**src/rtl/kv_cache_arb_pkg.sv**
```systemverilog
// Shared types and constants for the KV cache arbiter: cache line geometry,
// requester ids and the read-return pipeline stage.
package kv_cache_arb_pkg;

  localparam int HEADS     = 4;
  localparam int DW        = 12;
  localparam int KV_LINE_W = HEADS * DW;

  // Wide enough for up to 16 readers; narrower indices are zero-extended.
  localparam int RID_W = 4;
  typedef logic [RID_W-1:0] rid_t;

  typedef struct packed {
    logic valid;
    rid_t id;
    logic err;
  } ret_stage_t;

  function automatic int ptr_width(input int n);
    return (n > 1) ? $clog2(n) : 1;
  endfunction

endpackage

```
**src/rtl/rr_arbiter.sv**
```systemverilog
// Round-robin arbiter: grants the first request at or after ptr, wrapping,
// and reports the pointer value that follows the granted index.
module rr_arbiter #(
  parameter int N  = 2,
  parameter int PW = (N > 1) ? $clog2(N) : 1
) (
  input  logic [N-1:0]  req,
  input  logic [PW-1:0] ptr,
  output logic [N-1:0]  gnt,
  output logic [PW-1:0] gnt_idx,
  output logic [PW-1:0] next_ptr,
  output logic          any
);

  always_comb begin
    int idx;
    idx      = 0;
    gnt      = '0;
    gnt_idx  = '0;
    next_ptr = ptr;
    any      = 1'b0;
    for (int off = 0; off < N; off++) begin
      idx = int'(ptr) + off;
      if (idx >= N) idx = idx - N;
      if (!any && req[idx]) begin
        any      = 1'b1;
        gnt[idx] = 1'b1;
        gnt_idx  = PW'(idx);
        next_ptr = (idx == N - 1) ? '0 : PW'(idx + 1);
      end
    end
  end

endmodule

```
**src/rtl/kv_cache_arb.sv**
```systemverilog
// Single-port KV cache arbiter: one append-only writer with priority over
// NREQ round-robin readers, sequence-length tracking and range-checked reads.
module kv_cache_arb
  import kv_cache_arb_pkg::*;
#(
  parameter int NREQ    = 2,
  parameter int SEQ_LEN = 2048,
  parameter int AW      = $clog2(SEQ_LEN),
  parameter int LINE_W  = KV_LINE_W,
  parameter int RD_LAT  = 1
) (
  input  logic                 clk,
  input  logic                 rst,
  input  logic                 clear,
  input  logic                 wr_req,
  input  logic [LINE_W-1:0]    wr_data,
  output logic                 wr_gnt,
  input  logic [NREQ-1:0]      rd_req,
  input  logic [NREQ*AW-1:0]   rd_addr,
  output logic [NREQ-1:0]      rd_gnt,
  output logic [NREQ-1:0]      rd_valid,
  output logic                 rd_err,
  output logic [LINE_W-1:0]    rd_data,
  output logic [AW:0]          seq_len,
  output logic                 full,
  output logic                 ram_we,
  output logic [AW-1:0]        ram_addr,
  output logic [LINE_W-1:0]    ram_din,
  input  logic [LINE_W-1:0]    ram_dout
);

  localparam int PW = ptr_width(NREQ);

  logic [AW:0]        seq_len_reg;
  logic [PW-1:0]      ptr_reg;
  logic [PW-1:0]      next_ptr;
  logic [PW-1:0]      gnt_idx;
  logic [AW-1:0]      ram_addr_reg;
  logic [AW-1:0]      sel_addr;
  logic [AW-1:0]      addr_slice [NREQ];
  logic               arb_en;
  logic               rd_any;
  logic               in_range;
  logic [NREQ-1:0]    rd_mask;
  ret_stage_t         ret_pipe [RD_LAT];
  ret_stage_t         ret_head;
  logic [NREQ-1:0]    rd_valid_reg;
  logic               rd_err_reg;
  logic [LINE_W-1:0]  rd_data_reg;

  for (genvar gi = 0; gi < NREQ; gi++) begin : g_slice
    assign addr_slice[gi] = rd_addr[gi*AW +: AW];
  end

  // clear and rst both suppress every grant in the cycle they are high.
  assign full    = (seq_len_reg == (AW+1)'(SEQ_LEN));
  assign arb_en  = !rst && !clear;
  assign wr_gnt  = arb_en && wr_req && !full;
  assign rd_mask = (arb_en && !wr_gnt) ? rd_req : '0;

  rr_arbiter #(.N(NREQ), .PW(PW)) u_rr (
    .req      (rd_mask),
    .ptr      (ptr_reg),
    .gnt      (rd_gnt),
    .gnt_idx  (gnt_idx),
    .next_ptr (next_ptr),
    .any      (rd_any)
  );

  assign sel_addr = addr_slice[gnt_idx];
  assign in_range = ({1'b0, sel_addr} < seq_len_reg);
  assign ram_we   = wr_gnt;
  assign ram_din  = wr_data;

  always_comb begin
    ram_addr = ram_addr_reg;
    if (wr_gnt)      ram_addr = seq_len_reg[AW-1:0];
    else if (rd_any) ram_addr = sel_addr;
  end

  assign ret_head = ret_pipe[RD_LAT-1];

  always_ff @(posedge clk) begin
    if (rst) begin
      seq_len_reg  <= '0;
      ptr_reg      <= '0;
      ram_addr_reg <= '0;
      for (int i = 0; i < RD_LAT; i++) ret_pipe[i] <= '0;
      rd_valid_reg <= '0;
      rd_err_reg   <= 1'b0;
      rd_data_reg  <= '0;
    end else begin
      if (clear)       seq_len_reg <= '0;
      else if (wr_gnt) seq_len_reg <= seq_len_reg + (AW+1)'(1);
      if (rd_any) ptr_reg <= next_ptr;
      if (wr_gnt || rd_any) ram_addr_reg <= ram_addr;
      // Range is decided at grant time so a later clear cannot change it.
      ret_pipe[0].valid <= rd_any;
      ret_pipe[0].id    <= RID_W'(gnt_idx);
      ret_pipe[0].err   <= !in_range;
      for (int i = 1; i < RD_LAT; i++) ret_pipe[i] <= ret_pipe[i-1];
      rd_valid_reg <= ret_head.valid ? (NREQ'(1) << ret_head.id) : '0;
      rd_err_reg   <= ret_head.valid && ret_head.err;
      if (ret_head.valid) rd_data_reg <= ret_head.err ? '0 : ram_dout;
    end
  end

  assign seq_len  = seq_len_reg;
  assign rd_valid = rd_valid_reg;
  assign rd_err   = rd_err_reg;
  assign rd_data  = rd_data_reg;

endmodule

```
**config.mk**
```make
export PLATFORM = sky130hd
export DESIGN_NAME = kv_cache_arb
export DESIGN_NICKNAME = d
export VERILOG_FILES = /design/src/rtl/kv_cache_arb_pkg.sv /design/src/rtl/rr_arbiter.sv /design/src/rtl/kv_cache_arb.sv
export SDC_FILE = /design/constraint.sdc
export NUM_CORES = 1
export LEC_CHECK = 0
export BUFFER_PORTS_ARGS = -buffer_cell sky130_fd_sc_hd__buf_2
export CORE_MARGIN = 5
export CORE_UTILIZATION = 44
export CTS_BUF_LIST = sky130_fd_sc_hd__clkbuf_2 sky130_fd_sc_hd__clkbuf_4 sky130_fd_sc_hd__clkbuf_8
export CTS_CLUSTER_SIZE = 10
export DETAILED_ROUTE_END_ITERATION = 7
export PLACE_DENSITY = 0.86
export SLEW_MARGIN = 0
export SYNTH_ARGS = -nofsm -noshare
export SYNTH_HDL_FRONTEND = slang
export SYNTH_HIERARCHICAL = 1
export SYNTH_SLANG_ARGS = --single-unit
```
**constraint.sdc**
```tcl
create_clock -name clk -period 3.8 [get_ports clk]
set_input_delay 0.57 -clock clk [delete_from_list [all_inputs] [get_ports clk]]
set_output_delay 0.57 -clock clk [all_outputs]
set_load 0.005 [all_outputs]
```
==> flow_metrics.env, run 1 <==
export IMPL_status="finished, final reports clean"
export IMPL_cellLeakagePower_nw=2.25
export IMPL_start_util_pct=45.1
export IMPL_switching_share_pct=24.3
export IMPL_die_x_um=105
export IMPL_holdPathStages=1
export IMPL_power_density_nw_per_um2=376
export IMPL_crit_type="register to primary output"
export IMPL_synth_warnings=6
export IMPL_rows=34
export IMPL_internal_power_w=0.00132
export IMPL_clkLatencyLatePin_ns=0.34
export IMPL_crit_start="seq_len[1]$_SDFFE_PP0P_"
export IMPL_via_per_inst=5.13
export IMPL_cts_tree="yes"
export IMPL_hold_path_startpoint="ret_pipe[0][1]$_SDFF_PP0_"
export IMPL_synth_edf_count=0
export IMPL_synth_compound_area_share_pct=13.5
export IMPL_yosys_area_share_adder_pct=3.80
export IMPL_synth_top_cell_by_area="dfxtp_1"
export IMPL_muxShareOfSynthArea_pct=3.61
export IMPL_num_vias=3495
export IMPL_ys_flop_type="dfxtp_1"
export IMPL_syn_num_nets=611
export IMPL_grt_start_max_net_pins=72
export IMPL_synth_ff_latch_count=78
export IMPL_die_h_um=105
export IMPL_yosys_area_share_xor_xnor_pct=1.77
export IMPL_period_minus_slack_ns=3.61
export IMPL_antenna_found_initial=0
export IMPL_antennaDiodeCount=0
export IMPL_overflow=0
export IMPL_track_usage_pct=18.3
export IMPL_wl_per_cell_um=15.2
export IMPL_yosys_area_top_type_share_pct=39.5
export IMPL_combPwrFrac_pct=12.4
export IMPL_grt_pass1_wl_um=17000
export IMPL_synthArstFlopShare_pct=0
export IMPL_r2r_cells=16
export IMPL_synth_top_family_by_area="simple AND/OR/NAND/NOR gates"
export IMPL_io_buffers=154
export IMPL_avgSynthCellArea_sq_um=8.33
export IMPL_p_clk_share_pct=38.8
export IMPL_drc=0
export IMPL_setup_tns_ns=0
export IMPL_power_frac_seq_pct=48.9
export IMPL_max_freq_ghz=0.277
export IMPL_n_fill_cell=802
export IMPL_first_pass_iters=4
export IMPL_cp_max_fo=12
export IMPL_worstPathArrival_ns=3.04
export IMPL_synth_simple_area_share_pct=23.4
export IMPL_cp_required_ns=3.23
export IMPL_synth_top_cells_by_area="dfxtp_1, buf_4, nor2b_1"
export IMPL_grt_pass1_vias=3524
export IMPL_clockRootBuffer="clkbuf_8"
export IMPL_slew_viol_final=0
export IMPL_maxCapViolCount=0
export IMPL_boundaryPins=251
export IMPL_fin_worst_skew_ns=0.0128
export IMPL_hp_class="register to register"
export IMPL_ys_top_cells_by_count="dfxtp_1, nor2_1, a21oi_1, nor2b_1, buf_4"
export IMPL_finalHoldViolCount=0
export IMPL_tightest_slew_ns=0.991
export IMPL_setup_violations=0
export IMPL_clock_sinks=78
export IMPL_irDropWorstVdd_mv=0.143
export IMPL_rsz0062_at_grt="no"
export IMPL_drtIter0Drc=197
export IMPL_area_growth_pct=17.4
export IMPL_place_gp_congestion=0.847
export IMPL_finalNetCount=705
export IMPL_relSlewSlack_pct=33.8
export IMPL_yosysMostFrequentCell="dfxtp_1"
export IMPL_reg2reg_from="seq_len[1]$_SDFFE_PP0P_"
export IMPL_hpwl_um=7890
export IMPL_yosysUniqueCellTypes=50
export IMPL_antenna_left=0
export IMPL_synthCells=475
export IMPL_syn_cell_area_sq_um=3960
export IMPL_post_route_util_pct=53.0
export IMPL_ctsHtreeMaxLevel=3
export IMPL_dieArea_sq_um=11000
export IMPL_core_sq_um=8760
export IMPL_synth_seq_area_share_pct=39.5
export IMPL_switching_power_w=0.000424
export IMPL_clock_path_buffers=2
export IMPL_start_kind="register"
export IMPL_path_clk_slew_ns=0.09
export IMPL_fin_crit_sh_pct=95.1
export IMPL_cts_made_buffers=9
export IMPL_drive_gt1_share_pct=33.5
export IMPL_worstSetupEndpointType="primary output"
export IMPL_wl_um=10300
export IMPL_largest_reg_flops=48
metal layers:
layer  global-route usage (%)  up-vias  share of wire [%]
met5                        0        -                  0
met4                     4.47        0                1.3
met1                     20.0     1601                 38
met2                     33.5      166                 52
met3                     6.54       19                9.4
li1                         -     1709                  -
cell type report:
| type | instances | area [sq um] | share of cell area [%] |
|---|---|---|---|
| inverter | 23 | 86.3 | 1.86 |
| timing repair buffer | 158 | 805 | 17.3 |
| multi-input combinational | 299 | 1840 | 39.6 |
| tap | 108 | 135 | 2.91 |
| clock inverter | 5 | 83.8 | 1.81 |
| sequential | 78 | 1570 | 33.7 |
| clock buffer | 10 | 131 | 2.83 |
worst max-delay path: stages, from the launching register on:
cell      delay (ns)
dfxtp_2         0.39
inv_1           0.09
ha_1            0.18
nor4b_2         0.16
and3_1          0.19
nand2b_2        0.21
and3_1          0.24
nand2b_4        0.09
and2_1          0.13
buf_6           0.19
mux2_2          0.39
mux2i_2         0.18
o21ai_0         0.10
buf_2           0.15
metrics by stage:
step	setup WS [ns]	cell area, sq um	instances	hold WS [ns]	total power [W]
after floorplan	0.606	3960	475	0.388	0.00103
after global placement	0.553	4420	666	0.392	0.00108
after detailed placement	0.370	4420	666	0.401	0.00109
after CTS	0.0554	4630	681	0.417	0.00177
after global routing	0.00744	4640	681	0.442	0.00183
final	0.188	4640	681	0.421	0.00174
kinds of logic after synthesis:
group           Yosys count
fa+ha+maj                12
flops                    78
simple gates            174
compound gates           91
buf+inv                  98
mux                      14
xor+xnor                  8
final timing paths:
kind	slack (ns)	endpoint
min	0.42	rd_valid[0]$_SDFF_PP0_
min reg2reg	0.42	rd_valid[0]$_SDFF_PP0_
max	0.19	ram_addr[4]
max reg2reg	0.45	ret_pipe[0][0]$_SDFF_PP0_
what timing repair did:
action / 4_1_cts / 5_1_grt
buffers inserted: 0 / 0
setup endpoints to repair: 0 / 12
hold buffers: 0 / 0
resized for setup: 0 / 5
power by group through the flow:
stage	Clock [W]	Sequential [W]	Combinational, W
floorplan	0	0.000871	0.000162
detailed placement	0	0.000872	0.000215
global placement	0	0.000870	0.000208
global route	0.000734	0.000856	0.000242
finish	0.000676	0.000853	0.000216
CTS	0.000705	0.000853	0.000216
layout by cell type (no fill, tap or decap), types with 8 or more instances in the layout:
cell type / instances
buf_2: 154
a21oi_1: 57
mux2i_1: 11
nor2_1: 66
a211o_1: 8
o21ai_0: 8
inv_1: 22
clkbuf_8: 9
ha_1: 12
xnor2_1: 8
nor2b_1: 49
nand2_1: 25
dfxtp_1: 75
Power figures use the tool's default switching activity.
==> run 2, diff against run 1 <==
- CORE_MARGIN: 5 -> 2
==> flow_metrics.env, run 2 (same netlist as run 1, synthesis figures left out) <==
export IMPL_crit_type="register to primary output"
export IMPL_antenna_found_initial=0
export IMPL_grt_pass1_vias=3288
export IMPL_crit_chain="inv_1 > ha_1 > nor4b_2 > and3_1 > nand2b_2 > and3_1 > nand2b_4 > and2_1 > buf_6 > mux2_2 > mux2i_1 > o21ai_0 > buf_2"
export IMPL_mostFrequentLayoutCells="buf_2, dfxtp_1, nor2_1"
export IMPL_wl_per_cell_um=13.7
export IMPL_critPathMostFrequentCell="and3_1"
export IMPL_n_fill_cell=801
export IMPL_dieArea_sq_um=9770
export IMPL_max_freq_ghz=0.280
export IMPL_setup_violations=0
export IMPL_drc=0
export IMPL_wl_um=9360
export IMPL_relSlewSlack_pct=33.9
export IMPL_worstSetupEndpointType="primary output"
export IMPL_antenna_left=0
export IMPL_post_route_util_pct=53.0
export IMPL_maxCapViolCount=0
export IMPL_largest_reg_flops=48
export IMPL_antennaDiodeCount=0
export IMPL_fin_crit_sh_pct=94.1
export IMPL_place_gp_congestion=0.902
export IMPL_grt_pass1_wl_um=14900
export IMPL_dp_cells=667
export IMPL_io_buffers=154
export IMPL_combPwrFrac_pct=12.8
export IMPL_die_x_um=98.8
export IMPL_switching_share_pct=24.9
export IMPL_p_clk_share_pct=36.0
export IMPL_layout_commonest_cell="buf_2"
export IMPL_holdWs_ns=0.416
export IMPL_path_buf_inv=3
export IMPL_power_frac_seq_pct=51.1
export IMPL_hp_class="register to register"
export IMPL_start_kind="register"
export IMPL_cp_max_fo=12
export IMPL_tightest_slew_ns=0.990
export IMPL_setup_tns_ns=0
export IMPL_start_util_pct=45.4
export IMPL_grt_start_max_net_pins=53
export IMPL_overflow=0
export IMPL_clockRootBuffer="clkbuf_8"
export IMPL_drtIter0Drc=101
export IMPL_via_per_inst=5.13
export IMPL_rsz0062_at_grt="no"
export IMPL_fin_worst_skew_ns=0.00686
export IMPL_irDropWorstVdd_mv=0.162
export IMPL_power_density_nw_per_um2=361
export IMPL_cp_required_ns=3.23
export IMPL_worst_path_largest_cell_delay_ns=0.41
export IMPL_core_sq_um=8720
export IMPL_cellLeakagePower_nw=2.24
export IMPL_clock_path_buffers=2
export IMPL_period_minus_slack_ns=3.58
export IMPL_postPlaceCellArea_sq_um=4430
export IMPL_worstPathArrival_ns=3.01
export IMPL_num_vias=3501
export IMPL_clkLatencyLatePin_ns=0.34
export IMPL_finalHoldViolCount=0
export IMPL_finalNetCount=706
export IMPL_rows=34
export IMPL_switching_power_w=0.000415
export IMPL_fin_area_sq_um=4620
export IMPL_stdcell_count=682
export IMPL_clock_sinks=78
export IMPL_internal_power_w=0.00125
export IMPL_path_delay_family="simple AND/OR/NAND/NOR gates"
export IMPL_first_pass_iters=4
export IMPL_cts_made_buffers=9
export IMPL_path_clk_slew_ns=0.08
export IMPL_boundaryPins=251
export IMPL_die_h_um=98.8
export IMPL_drive_gt1_share_pct=33.4
export IMPL_area_growth_pct=16.9
export IMPL_track_usage_pct=18.5
export IMPL_hpwl_um=7100
export IMPL_crit_slowest_cell="dfxtp_2"
export IMPL_slew_viol_final=0
export IMPL_status="finished, final reports clean"
export IMPL_cts_tree="yes"
export IMPL_cts_setup_buffers=0
export IMPL_ctsHtreeMaxLevel=3
run 2: path summary, 6_finish.rpt:
kind | startpoint | endpoint | slack (ns) | depth (start not counted)
max reg2reg | seq_len[0]$_SDFFE_PP0P_ | ret_pipe[0][0]$_SDFF_PP0_ | 0.46 | 16
max | seq_len[0]$_SDFFE_PP0P_ | ram_addr[4] | 0.22 | 13
min reg2reg | ret_pipe[0][1]$_SDFF_PP0_ | rd_valid[0]$_SDFF_PP0_ | 0.42 | 1
min | ret_pipe[0][1]$_SDFF_PP0_ | rd_valid[0]$_SDFF_PP0_ | 0.42 | 1
run 2: area by class of cell:
| cell class | count | area, sq um | share of cell area [%] |
|---|---|---|---|
| Tap cell | 108 | 135 | 2.92 |
| Multi-Input combinational cell | 299 | 1830 | 39.6 |
| Clock inverter | 5 | 61.3 | 1.33 |
| Timing Repair Buffer | 159 | 812 | 17.6 |
| Sequential cell | 78 | 1570 | 33.8 |
| Clock buffer | 10 | 131 | 2.84 |
| Inverter | 23 | 86.3 | 1.87 |
run 2: routing by layer:
layer / global-route usage [%] / vias up / share of wire (%)
met2: 31.7 / 175 / 49
met1: 21.5 / 1590 / 40
li1: - / 1708 / -
met4: 8.85 / 0 / 2.0
met5: 0 / - / 0
met3: 4.89 / 28 / 8.8
run 2: power by group through the flow:
stage               Combinational, W  Sequential, W  Clock (W)
floorplan                   0.000162       0.000871          0
global route                0.000239       0.000855   0.000658
finish                      0.000214       0.000853   0.000601
CTS                         0.000215       0.000853   0.000631
global placement            0.000208       0.000871          0
detailed placement          0.000215       0.000872          0
run 2: what timing repair did:
item	in CTS	in global routing
setup endpoints to repair	0	11
hold buffers	0	0
gates resized for setup	0	4
run 2: per-stage QoR:
step	worst slack (ns)	total power [W]
5_1_grt	0.0367	0.00175
3_5_place_dp	0.384	0.00109
4_1_cts	0.0733	0.00170
2_1_floorplan	0.606	0.00103
6_report	0.224	0.00167
3_3_place_gp	0.539	0.00108
==> run 3, diff against run 2 <==
- CORE_UTILIZATION: 44 -> 39
- PLACE_DENSITY: 0.86 -> 0.78
==> flow_metrics.env, run 3 (same netlist as run 1, synthesis figures left out) <==
export IMPL_crit_slowest_cell="dfxtp_2"
export IMPL_first_pass_iters=4
export IMPL_antennaDiodeCount=0
export IMPL_path_delay_family="simple AND/OR/NAND/NOR gates"
export IMPL_reg2reg_from="seq_len[1]$_SDFFE_PP0P_"
export IMPL_clkLatencyLatePin_ns=0.34
export IMPL_status="finished, final reports clean"
export IMPL_layout_commonest_cell="buf_2"
export IMPL_overflow=0
export IMPL_cts_setup_buffers=0
export IMPL_finalNetCount=706
export IMPL_tightest_slew_ns=0.974
export IMPL_core_sq_um=9820
export IMPL_fin_crit_sh_pct=94.1
export IMPL_ff2ff_setup_slack_ns=0.25
export IMPL_max_freq_ghz=0.280
export IMPL_fin_worst_skew_ns=0.00906
export IMPL_hold_path_endpoint="rd_valid[0]$_SDFF_PP0_"
export IMPL_switching_share_pct=25.1
export IMPL_start_util_pct=40.3
export IMPL_antenna_found_initial=0
export IMPL_die_h_um=105
export IMPL_crit_type="register to primary output"
export IMPL_holdPathStages=1
export IMPL_r2r_cells=16
export IMPL_drive_gt1_share_pct=33.4
export IMPL_io_buffers=154
export IMPL_setup_violations=0
export IMPL_ctsHtreeMaxLevel=3
export IMPL_drtIter0Drc=181
export IMPL_wl_per_cell_um=13.7
export IMPL_n_fill_cell=975
export IMPL_reg2reg_to="ret_pipe[0][0]$_SDFF_PP0_"
export IMPL_clock_sinks=78
export IMPL_num_vias=3450
export IMPL_cts_tree="yes"
export IMPL_dieArea_sq_um=11000
export IMPL_period_minus_slack_ns=3.57
export IMPL_power_frac_seq_pct=52.3
export IMPL_area_growth_pct=17.4
export IMPL_setup_tns_ns=0
export IMPL_largest_reg_flops=48
export IMPL_worstPathArrival_ns=3.00
export IMPL_hp_class="register to register"
export IMPL_maxCapViolCount=0
export IMPL_clock_path_buffers=2
export IMPL_wl_um=9650
export IMPL_worstSetupEndpointType="primary output"
export IMPL_via_per_inst=4.88
export IMPL_boundaryPins=251
export IMPL_path_clk_slew_ns=0.08
export IMPL_clockRootBuffer="clkbuf_8"
export IMPL_ctsResizeCount=0
export IMPL_start_kind="register"
export IMPL_cellLeakagePower_nw=2.24
export IMPL_mostFrequentLayoutCells="buf_2, dfxtp_1, nor2_1"
export IMPL_internal_power_w=0.00122
export IMPL_place_gp_congestion=0.867
export IMPL_critPathMostFrequentCell="and3_1"
export IMPL_finalHoldViolCount=0
export IMPL_die_x_um=105
export IMPL_hpwl_um=7120
export IMPL_worst_path_largest_cell_delay_ns=0.38
export IMPL_path_buf_inv=3
export IMPL_p_total_w=0.00163
export IMPL_cts_made_buffers=9
export IMPL_crit_chain="inv_1 > ha_1 > nor4b_2 > and3_1 > nand2b_2 > and3_1 > nand2b_4 > and2_1 > buf_6 > mux2_2 > mux2i_1 > o21ai_0 > buf_2"
export IMPL_relSlewSlack_pct=34.9
export IMPL_combPwrFrac_pct=13.1
export IMPL_grt_pass1_wl_um=15600
export IMPL_slew_viol_final=0
export IMPL_hold_path_startpoint="ret_pipe[0][1]$_SDFF_PP0_"
export IMPL_drc=0
export IMPL_cp_max_fo=12
export IMPL_p_clk_share_pct=34.6
export IMPL_grt_pass1_vias=3233
export IMPL_hold_buffers=0
export IMPL_antenna_left=0
export IMPL_rows=36
export IMPL_switching_power_w=0.000409
export IMPL_grt_start_max_net_pins=72
export IMPL_track_usage_pct=17.3
export IMPL_irDropWorstVdd_mv=0.140
export IMPL_cp_required_ns=3.23
export IMPL_power_density_nw_per_um2=350
[run 3: cell types whose count changed in the layout (fill, tap and decap cells not counted), sizes merged]
cell,previous run,this run
clkbuf,10,12
bufinv,1,0
clkinvlp,3,2
[run 3: worst max path at each step]
stage                                        from                         to  slack (ns)  depth (start not counted)
after detailed placement  seq_len[0]$_SDFFE_PP0P_  ret_pipe[0][0]$_SDFF_PP0_        0.29                         16
after global routing      seq_len[1]$_SDFFE_PP0P_                ram_addr[4]      -0.004                         13
final                     seq_len[1]$_SDFFE_PP0P_                ram_addr[4]        0.23                         13
after floorplan                               rst  ret_pipe[0][0]$_SDFF_PP0_        0.61                         14
after global placement    seq_len[0]$_SDFFE_PP0P_  ret_pipe[0][0]$_SDFF_PP0_        0.50                         16
after CTS                 seq_len[0]$_SDFFE_PP0P_                ram_addr[4]        0.06                         13
[run 3: power groups by stage]
stage | registers [W] | clock network, W | logic, W
6_report | 0.000852 | 0.000563 | 0.000213
3_3_place_gp | 0.000870 | 0 | 0.000207
2_1_floorplan | 0.000871 | 0 | 0.000162
4_1_cts | 0.000852 | 0.000590 | 0.000214
5_1_grt | 0.000854 | 0.000627 | 0.000239
3_5_place_dp | 0.000871 | 0 | 0.000213
[run 3: area by class of cell]
cell class | instances | area [sq um] | area share [%]
Clock buffer | 12 | 159 | 3.42
Clock inverter | 3 | 20.0 | 0.431
Timing Repair Buffer | 159 | 812 | 17.5
Sequential cell | 78 | 1570 | 33.8
Inverter | 23 | 86.3 | 1.86
Multi-Input combinational cell | 299 | 1830 | 39.5
Tap cell | 133 | 166 | 3.58
[run 3: worst reg2reg max path: stages, from the launching register on]
cell      delay (ns)
dfxtp_2         0.38
inv_1           0.09
ha_1            0.19
nor4b_2         0.16
and3_1          0.20
nand2b_2        0.21
and3_1          0.24
nand2b_4        0.09
and2_1          0.14
buf_6           0.19
mux2i_1         0.31
inv_1           0.08
ha_1            0.30
nand4b_1        0.15
nor4_1          0.37
o21ai_0         0.17
o311ai_0        0.15
[run 3: layer usage]
metal | vias up | GRT usage, % | wire length (um)
li1 | 1705 | - | -
met1 | 1575 | 21.4 | 4060
met2 | 147 | 28.2 | 4610
met3 | 23 | 4.43 | 758
met4 | 0 | 7.90 | 225
met5 | - | 0 | 0
[run 3: per-stage QoR]
| stage | hold WS [ns] | instance area [sq um] | utilization, % | cells | setup WS [ns] |
|---|---|---|---|---|---|
| 2_1_floorplan | 0.388 | 3960 | - | 475 | 0.606 |
| 3_3_place_gp | 0.393 | 4460 | 45.4 | 692 | 0.501 |
| 3_5_place_dp | 0.399 | 4460 | 45.4 | 692 | 0.294 |
| 4_1_cts | 0.414 | 4640 | 47.2 | 707 | 0.0557 |
| 5_1_grt | 0.453 | 4640 | 47.3 | 707 | -0.00427 |
| 6_report | 0.426 | 4640 | 47.3 | 707 | 0.226 |
